[src/rtl/alu_op_sequencer.sv]
// rtl/alu_op_sequencer.sv - multi-cycle op sequencer in front of a combinational 32-bit ALU
//
// Purpose: accepts one operation per request handshake, drives the ALU one pass
// per cycle (64-bit add via two carry-chained passes, N-bit shifts via N single-bit
// passes) and returns the result on a response handshake.
//
// Optional feature macro: ALU_OP_SEQUENCER_CNT_EN adds the op_count output.
//
// Ports:
//   clk, rst_n                      clock (rising edge), async active-low reset
//   req_valid/req_ready/req_op      request channel and opcode
//   req_a, req_b, req_a_hi, req_b_hi  operands (hi words for ADD64, req_b[4:0] = shift count)
//   rsp_valid/rsp_ready             response channel
//   rsp_data, rsp_data_hi, rsp_ovf, rsp_zero  result
//   alu_sel, alu_a, alu_b, alu_carry_in, alu_sign  drive to the ALU
//   alu_out, alu_zero, alu_overflow  results from the ALU
//   op_count                        completed-response counter (macro only)

module alu_op_sequencer #(
    parameter int MAX_SHIFT = 31,
    parameter int CNT_W     = 16
) (
    input  logic             clk,
    input  logic             rst_n,
    input  logic             req_valid,
    output logic             req_ready,
    input  logic [2:0]       req_op,
    input  logic [31:0]      req_a,
    input  logic [31:0]      req_b,
    input  logic [31:0]      req_a_hi,
    input  logic [31:0]      req_b_hi,
    output logic             rsp_valid,
    input  logic             rsp_ready,
    output logic [31:0]      rsp_data,
    output logic [31:0]      rsp_data_hi,
    output logic             rsp_ovf,
    output logic             rsp_zero,
    output logic [3:0]       alu_sel,
    output logic [31:0]      alu_a,
    output logic [31:0]      alu_b,
    output logic             alu_carry_in,
    output logic             alu_sign,
    input  logic [31:0]      alu_out,
    input  logic             alu_zero,
    input  logic             alu_overflow
`ifdef ALU_OP_SEQUENCER_CNT_EN
    ,
    output logic [CNT_W-1:0] op_count
`endif
);

    localparam logic [2:0] S_IDLE  = 3'd0;
    localparam logic [2:0] S_EXEC  = 3'd1;
    localparam logic [2:0] S_LO    = 3'd2;
    localparam logic [2:0] S_HI    = 3'd3;
    localparam logic [2:0] S_SHIFT = 3'd4;
    localparam logic [2:0] S_RESP  = 3'd5;

    localparam logic [2:0] OP_ADD64 = 3'd4;
    localparam logic [4:0] MAX_SHIFT_W = 5'(MAX_SHIFT);

    logic [2:0]  r_state;
    logic [2:0]  r_op;
    logic [31:0] r_a;
    logic [31:0] r_b;
    logic [31:0] r_a_hi;
    logic [31:0] r_b_hi;
    logic [31:0] r_work;
    logic [4:0]  r_remaining;
    logic        r_lo_zero;
    logic        r_carry;
    logic [31:0] r_rsp_data;
    logic [31:0] r_rsp_data_hi;
    logic        r_rsp_ovf;
    logic        r_rsp_zero;

    logic [4:0]  w_count;
    logic [4:0]  w_count_clamped;
    logic [3:0]  w_shift_sel;

    assign w_count         = r_b[4:0];
    assign w_count_clamped = (w_count > MAX_SHIFT_W) ? MAX_SHIFT_W : w_count;

    always_comb begin
        case (r_op)
            3'd5:    w_shift_sel = 4'd4;
            3'd6:    w_shift_sel = 4'd5;
            3'd7:    w_shift_sel = 4'd7;
            default: w_shift_sel = 4'd0;
        endcase
    end

    assign req_ready   = (r_state == S_IDLE);
    assign rsp_valid   = (r_state == S_RESP);
    assign rsp_data    = r_rsp_data;
    assign rsp_data_hi = r_rsp_data_hi;
    assign rsp_ovf     = r_rsp_ovf;
    assign rsp_zero    = r_rsp_zero;

    // ALU drive is purely a function of state, so an async reset forces it to 0 at once.
    always_comb begin
        alu_sel      = 4'd0;
        alu_a        = 32'd0;
        alu_b        = 32'd0;
        alu_carry_in = 1'b0;
        alu_sign     = 1'b0;
        case (r_state)
            S_EXEC: begin
                if (r_op < OP_ADD64) begin
                    // op[0] selects SUB, op[1] selects the unsigned variants
                    alu_sel  = {3'd0, r_op[0]};
                    alu_sign = ~r_op[1];
                    alu_a    = r_a;
                    alu_b    = r_b;
                end
            end
            S_LO: begin
                alu_a = r_a;
                alu_b = r_b;
            end
            S_HI: begin
                alu_a        = r_a_hi;
                alu_b        = r_b_hi;
                alu_carry_in = r_carry;
            end
            S_SHIFT: begin
                alu_sel = w_shift_sel;
                alu_a   = r_work;
            end
            default: ;
        endcase
    end

    always_ff @(posedge clk or negedge rst_n) begin
        if (!rst_n) begin
            r_state       <= S_IDLE;
            r_op          <= 3'd0;
            r_a           <= 32'd0;
            r_b           <= 32'd0;
            r_a_hi        <= 32'd0;
            r_b_hi        <= 32'd0;
            r_work        <= 32'd0;
            r_remaining   <= 5'd0;
            r_lo_zero     <= 1'b0;
            r_carry       <= 1'b0;
            r_rsp_data    <= 32'd0;
            r_rsp_data_hi <= 32'd0;
            r_rsp_ovf     <= 1'b0;
            r_rsp_zero    <= 1'b0;
        end else begin
            case (r_state)
                S_IDLE: begin
                    if (req_valid) begin
                        r_op    <= req_op;
                        r_a     <= req_a;
                        r_b     <= req_b;
                        r_a_hi  <= req_a_hi;
                        r_b_hi  <= req_b_hi;
                        r_state <= S_EXEC;
                    end
                end
                S_EXEC: begin
                    if (r_op < OP_ADD64) begin
                        r_rsp_data    <= alu_out;
                        r_rsp_data_hi <= 32'd0;
                        r_rsp_ovf     <= alu_overflow;
                        r_rsp_zero    <= alu_zero;
                        r_state       <= S_RESP;
                    end else if (r_op == OP_ADD64) begin
                        r_state <= S_LO;
                    end else if (w_count == 5'd0) begin
                        r_rsp_data    <= r_a;
                        r_rsp_data_hi <= 32'd0;
                        r_rsp_ovf     <= 1'b0;
                        r_rsp_zero    <= (r_a == 32'd0);
                        r_state       <= S_RESP;
                    end else begin
                        r_work      <= r_a;
                        r_remaining <= w_count_clamped;
                        r_state     <= S_SHIFT;
                    end
                end
                S_LO: begin
                    r_rsp_data <= alu_out;
                    r_lo_zero  <= alu_zero;
                    r_carry    <= alu_overflow;
                    r_state    <= S_HI;
                end
                S_HI: begin
                    r_rsp_data_hi <= alu_out;
                    r_rsp_ovf     <= alu_overflow;
                    r_rsp_zero    <= r_lo_zero & alu_zero;
                    r_state       <= S_RESP;
                end
                S_SHIFT: begin
                    r_work      <= alu_out;
                    r_remaining <= r_remaining - 5'd1;
                    if (r_remaining == 5'd1) begin
                        r_rsp_data    <= alu_out;
                        r_rsp_data_hi <= 32'd0;
                        r_rsp_ovf     <= 1'b0;
                        r_rsp_zero    <= alu_zero;
                        r_state       <= S_RESP;
                    end
                end
                S_RESP: begin
                    if (rsp_ready) begin
                        r_state <= S_IDLE;
                    end
                end
                default: r_state <= S_IDLE;
            endcase
        end
    end

`ifdef ALU_OP_SEQUENCER_CNT_EN
    logic [CNT_W-1:0] r_op_count;

    always_ff @(posedge clk or negedge rst_n) begin
        if (!rst_n) begin
            r_op_count <= '0;
        end else if (rsp_valid && rsp_ready) begin
            r_op_count <= r_op_count + 1'b1;
        end
    end

    assign op_count = r_op_count;
`endif

endmodule

[config.mk]
export PLATFORM = sky130hd
export DESIGN_NAME = alu_op_sequencer
export DESIGN_NICKNAME = d
export VERILOG_FILES = /design/src/rtl/alu_op_sequencer.sv
export SDC_FILE = /design/constraint.sdc
export NUM_CORES = 1
export LEC_CHECK = 0
export BUFFER_PORTS_ARGS = -buffer_cell sky130_fd_sc_hd__buf_2
export CORE_ASPECT_RATIO = 0.9
export CORE_UTILIZATION = 30
export CTS_CLUSTER_SIZE = 10
export DETAILED_ROUTE_END_ITERATION = 12
export PLACE_DENSITY = 0.55
export SYNTH_ARGS = -nofsm -noshare
export SYNTH_HDL_FRONTEND = slang
export SYNTH_SLANG_ARGS = --single-unit
[constraint.sdc]
create_clock -name clk -period 3.05 [get_ports clk]
set_input_delay 0.1525 -clock clk [delete_from_list [all_inputs] [get_ports clk]]
set_output_delay 0.1525 -clock clk [all_outputs]
set_load 0.02 [all_outputs]
==> results of run 1 <==
## worst max path at each step
stage          startpoint         to  slack, ps  cells past startpoint
3_3_place_gp       r_b[4]    rsp_ovf        540                      4
5_1_grt        r_state[0]  alu_a[31]         80                      7
4_1_cts        r_state[0]   alu_a[4]         60                      7
3_5_place_dp   r_state[0]    rsp_ovf        420                      4
6_report       r_state[1]   alu_a[4]        220                      7
2_1_floorplan  r_state[1]  alu_a[17]        920                      6
## state kept, by name, summed over array words and instances, names as in the netlist, 3 cells and up
register / flops
r_a: 32
r_a_hi: 32
r_b: 32
r_b_hi: 32
r_work: 32
rsp_data: 32
rsp_data_hi: 32
r_remaining: 5
r_op: 3
r_state: 3
## power by group
part / switching (mW) / internal (mW) / leakage (nW)
Sequential: 1.16 / 4.70 / 2.90
Combinational: 3.82 / 3.47 / 4.13
Clock: 1.34 / 1.97 / 0.435
Total: 6.32 / 10.1 / 7.47
## logic make-up after synthesis
family | count (synthesis)
AOI/OAI and AO/OA | 134
xor gates and xnor gates | 1
adders and majority gates | 2
buffers and inverters | 102
DFF | 239
muxes | 230
other | 1
and+or+nand+nor | 152
## worst reg2reg max path: cells and delay by family (launching register included)
| kind | cells | cell delay (ps) |
|---|---|---|
| muxes | 1 | 360 |
| adders and majority gates | 1 | 210 |
| DFF | 1 | 430 |
| and+or+nand+nor | 2 | 1010 |
| AOI/OAI and AO/OA | 1 | 460 |
## metal layers
metal,track usage (%),vias to the layer above,wire length (um)
met5,0,-,0
met4,6.08,0,1040
met3,3.61,66,2030
met2,29.5,305,15900
met1,26.2,4431,15900
li1,-,4057,-
## through the flow
stage	util, %	hold slack, ps
2_1_floorplan	-	-143
3_3_place_gp	36.8	133
3_5_place_dp	36.8	134
4_1_cts	44.1	102
5_1_grt	44.1	127
6_report	44.1	129
## cell usage after synthesis, types with 4 or more instances
master    count  area, sq um
dfrtp_1     239         5980
nor2_1       10         37.5
nor4_1        6         37.5
a222oi_1     32          320
nand2_1     102          383
nand3_1       4         20.0
buf_6         4         45.0
a21oi_1       9         45.0
nor2b_1       4         25.0
o21ai_0       8         40.0
inv_1        36          135
buf_2        19         95.1
clkbuf_1     41          154
mux2_2      229         2580
a22o_1       64          561
a211oi_1      4         30.0
## cells in the final DEF, fill, tap and decap left out, drive strengths merged, types with 4 or more instances in the layout
cell | netlist | routed
buf | 25 | 323
dfrtp | 239 | 239
mux2 | 230 | 230
dlygate4sd3 | 0 | 167
nand2 | 102 | 102
a22o | 64 | 64
clkbuf | 41 | 43
inv | 36 | 37
a222oi | 32 | 32
nor2 | 10 | 10
a21oi | 10 | 10
o21ai | 9 | 9
nor4 | 6 | 6
nor2b | 4 | 4
nand3 | 4 | 4
a211oi | 4 | 4
## cell type report
cell class | count | area (sq um)
Fill cell | 3306 | 19800
Tap cell | 469 | 587
Inverter | 36 | 135
Sequential cell | 239 | 5980
Multi-Input combinational cell | 520 | 4530
Clock inverter | 4 | 48.8
Timing Repair Buffer | 490 | 3480
Clock buffer | 43 | 841
## timing repair
item | in CTS | in global routing
endpoints found under the hold margin | 278 | 0
resized for setup | 1 | 3
endpoints found under the setup margin | 9 | 55
hold buffers | 167 | 0
==> impl_metrics.csv, run 1 <==
group,metric,value,unit
route,routed_wl,34800,um
die,io_pins,307,
logic_synthesis,ys_warn_count,0,
timing,setup_viol,0,
setup_path,crit_path_max_fanout,31,
die,core-area,0.0354,sq mm
timing,rsz0062_at_grt,"no",
die,die_area,0.0371,sq mm
setup_path,end_kind,"primary output",
place,preCtsSetupSlack,417,ps
power,p_leak,7.47,nW
setup_path,rrSetupSlack,460,ps
run,drv_cap,0,
route,vias_per_cell,4.92,
place,post-dp-hpwl,21800,um
cts,clock_path_buffers,3,
logic_synthesis,synth_compound_area_share,10.5,%
timing,slew_viol_final,0,
logic_synthesis,synth_xor_xnor_area_share,0.0804,%
logic_synthesis,muxShareOfSynthArea,23.8,%
cts,clock_latency,550,ps
route,antenna_left,0,
logic_synthesis,ys_seq_area_share,54.9,%
cells_and_area,antennaDiodeCount,0,
logic_synthesis,ys_types,46,
cts,path_clk_slew,60,ps
timing,worstMarginPinSlew,898,ps
setup_path,path_buf_inv,4,
route,drc,0,
route,drtPass1Iterations,6,
cells_and_area,instances_no_fill,1801,
setup_path,timing.rr.end,"rsp_ovf",
setup_path,reg2reg_depth,5,
setup_path,rr_startpoint,"r_remaining[0]",
logic_synthesis,synth-simple-area-share,6.42,%
timing,finalClockSkew,12.0,ps
cts,cts.sink_count,239,
setup_path,slowest_stage,"dfrtp_2",
global_routing,antenna_found_initial,1,
setup_path,crit_required,2900,ps
timing,layout_setup_ws,216,ps
power,power,16.5,mW
die,die_w,203,um
timing,fmax,0.353,GHz
cts,cts_root_buffer,"clkbuf_16",
cts,cts_max_level,1,
logic_synthesis,syn-num-nets,1032,
cells_and_area,areaGrowthSynthToFinish,43.2,%
setup_path,slowest_delay,500,ps
timing,fin_setup_tns,0,ps
cells_and_area,nets,1488,
cells_and_area,layout-drive-gt1-share,45.5,%
route,wire_per_inst,19.3,um
cts,cts_setup_buffers,0,
logic_synthesis,synth_area_per_cell,12.7,sq um
setup_path,arrival,2680,ps
timing,period_needed,2830,ps
logic_synthesis,yosys_most_used_dff,"dfrtp_1",
power,ir_worst_vdd,0.497,mV
global_routing,grt_pass1_wl,54600,um
setup_path,crit_type,"flop to primary output",
timing,finalCritPeriodShare,92.9,%
place,finalWeightedCongestion,0.768,
worst_hold_path,hold_class,"input pin to asynchronous set/reset pin",
cells_and_area,final_area,0.0156,sq mm
logic_synthesis,synth_edf_count,0,
cts,cts_made_buffers,30,
logic_synthesis,synth_area,0.0109,sq mm
setup_path,crit_chain,"buf_4 > or3b_2 > a21oi_4 > buf_8 > a222oi_1 > inv_1 > buf_2",
route,drt_iter0_drc,484,
global_routing,grt_max_degree,99,
setup_path,cp-start-kind,"flop",
timing,slew_headroom,40.1,%
die,start_util,30.8,%
power,p_per_area,1060,mW/mm^2
cts,cts_tree,"yes",
route,vias,8859,
timing,final-hold-violation-count,0,
logic_synthesis,synthCells,861,
place,dpl_cell_area,0.0130,sq mm
place,numPortBuffers,305,
global_routing,grt_overflow,0,
place,dp_cells,1587,
die,die_h,183,um
status,status,"completed",
setup_path,critPathTopFamily,"buffers and inverters",
logic_synthesis,synthArstFlopShare,100,%
logic_synthesis,synth_top_family_by_area,"multiplexers",
logic_synthesis,ys_seq_elements,239,
global_routing,grt_util_all_layers,18.9,%
die,rows,65,
global_routing,grt_pass1_vias,9350,
logic_synthesis,synthAdderAreaFrac,0.230,%
Note: power is estimated with default switching activity, not from simulation.
==> run 2: changes to the inputs <==
Settings changed: RECOVER_POWER set to 50.
==> impl_metrics.csv, run 2 (synthesized netlist as in run 1, its figures left out) <==
group,metric,value,unit
status,status,"complete, but fails checks",
status,violations,"max-capacitance violations, max-slew violations",
setup_path,end_kind,"primary output",
cells_and_area,areaGrowthSynthToFinish,42.2,%
timing,period_needed,2840,ps
power,p_per_area,1060,mW/mm^2
cts,cts_max_level,1,
cts,path_clk_slew,60,ps
setup_path,crit_type,"flop to primary output",
timing,rsz0062_at_grt,"no",
cts,cts.sink_count,239,
die,die_area,0.0371,sq mm
global_routing,grt_max_degree,99,
timing,slew_headroom,-3.45,%
cts,cts_tree,"yes",
setup_path,critPathTopFamily,"buffers and inverters",
route,wire_per_inst,19.4,um
timing,fmax,0.352,GHz
timing,setup_viol,0,
setup_path,rr_startpoint,"r_remaining[0]",
run,drv_cap,1,
cells_and_area,mostFrequentLayoutCells,"buf_2, dfrtp_1, mux2_2, dlygate4sd3_1, nand2_1",
setup_path,rrSetupSlack,450,ps
cells_and_area,final_common_cell,"buf_2",
cts,clock_latency,550,ps
die,io_pins,307,
route,vias,8859,
cells_and_area,antennaDiodeCount,0,
route,antenna_left,0,
cells_and_area,layout-drive-gt1-share,40.5,%
setup_path,crit_chain,"buf_4 > or3b_2 > a21oi_4 > buf_8 > a222oi_1 > inv_1 > buf_2",
timing,worstMarginPinSlew,1550,ps
power,power,16.4,mW
timing,final-hold-violation-count,0,
worst_hold_path,hold_class,"input pin to flop",
global_routing,grt_pass1_wl,54600,um
setup_path,reg2reg_depth,5,
cells_and_area,ff_latch_area,0.00598,sq mm
setup_path,path_buf_inv,4,
global_routing,antenna_found_initial,1,
timing,finalCritPeriodShare,93.1,%
setup_path,arrival,2690,ps
route,routed_wl,34900,um
cells_and_area,instances_no_fill,1801,
global_routing,grt_overflow,0,
die,core-area,0.0354,sq mm
cells_and_area,fillers,3347,
setup_path,timing.rr.end,"rsp_ovf",
place,post-dp-hpwl,21800,um
route,vias_per_cell,4.92,
worst_hold_path,min_to,"r_state[0]",
timing,fin_setup_tns,0,ps
die,die_w,203,um
cts,clock_path_buffers,3,
cts,cts_made_buffers,30,
place,numPortBuffers,305,
worst_hold_path,min_from,"req_valid",
route,drc,0,
place,finalWeightedCongestion,0.768,
route,drtPass1Iterations,6,
setup_path,crit_path_max_fanout,31,
cells_and_area,nets,1488,
place,dp_cells,1587,
die,start_util,30.8,%
setup_path,slowest_stage,"dfrtp_2",
die,rows,65,
setup_path,slowest_delay,500,ps
power,ir_worst_vdd,0.495,mV
route,drt_iter0_drc,551,
cells_and_area,multi_input_area,0.00453,sq mm
timing,slew_viol_final,60,
die,die_h,183,um
worst_hold_path,min_path_cells,5,
global_routing,grt_pass1_vias,9350,
power,p_leak,7.22,nW
global_routing,grt_util_all_layers,18.9,%
timing,finalClockSkew,11.2,ps
cts,cts_root_buffer,"clkbuf_16",
setup_path,cp-start-kind,"flop",
setup_path,crit_required,2900,ps
run 2: changes by cell type in the layout (fill, tap and decap cells not counted):
cell	previous run	this run
buf_2	304	238
buf_12	10	9
clkbuf_2	0	2
clkbuf_4	0	1
buf_8	2	1
clkbuf_1	10	76
buf_4	7	6
run 2: metrics by stage:
stage,utilization [%],setup WS [ps],hold slack [ps],area [sq um]
after floorplan,-,919,-143,10900
after global placement,36.8,543,133,13000
after detailed placement,36.8,417,134,13000
after CTS,44.1,59.0,102,15600
after global routing,43.8,79.3,127,15500
final,43.8,210,131,15500
run 2: worst reg2reg max path: stages (launching register included):
cell and delay, ps:
dfrtp_1 420, ha_1 210, nor4b_1 170, a221oi_1 460
and2_2 860, mux2_4 360
run 2: layout make-up:
cell class,instances,area share [%]
Clock buffer,43,5.43
Clock inverter,4,0.315
Inverter,36,0.872
Multi-Input combinational cell,520,29.2
Sequential cell,239,38.6
Tap cell,469,3.79
Timing Repair Buffer,490,21.7
run 2: metal layers:
layer  track usage [%]  vias up  part of all wire [%]
li1                  -     4059                     -
met1              26.2     4478                    46
met2              29.5      259                    46
met3              3.61       63                   5.1
met4              6.08        0                   2.9
met5                 0        -                     0
run 2: worst max path at each step:
stage	startpoint	endpoint	slack (ps)	depth (start not counted)
after floorplan	r_state[1]	alu_a[17]	920	6
after global placement	r_b[4]	rsp_ovf	540	4
after detailed placement	r_state[0]	rsp_ovf	420	4
after CTS	r_state[0]	alu_a[4]	60	7
after global routing	r_state[0]	alu_a[31]	80	7
final	r_state[1]	alu_a[4]	210	7
run 2: what timing repair did:
item | CTS | global route
gates cloned | 0 | 0
hold buffers | 167 | 0
setup endpoints to repair | 9 | 55
hold endpoints to repair | 278 | 0
gates resized for setup | 1 | 3
buffers inserted | 0 | 0
run 2: power breakdown:
group	switching (mW)	internal [mW]	total, mW
logic	3.83	3.38	7.20
registers	1.17	4.70	5.87
clock network	1.34	1.97	3.31
total	6.34	10.0	16.4
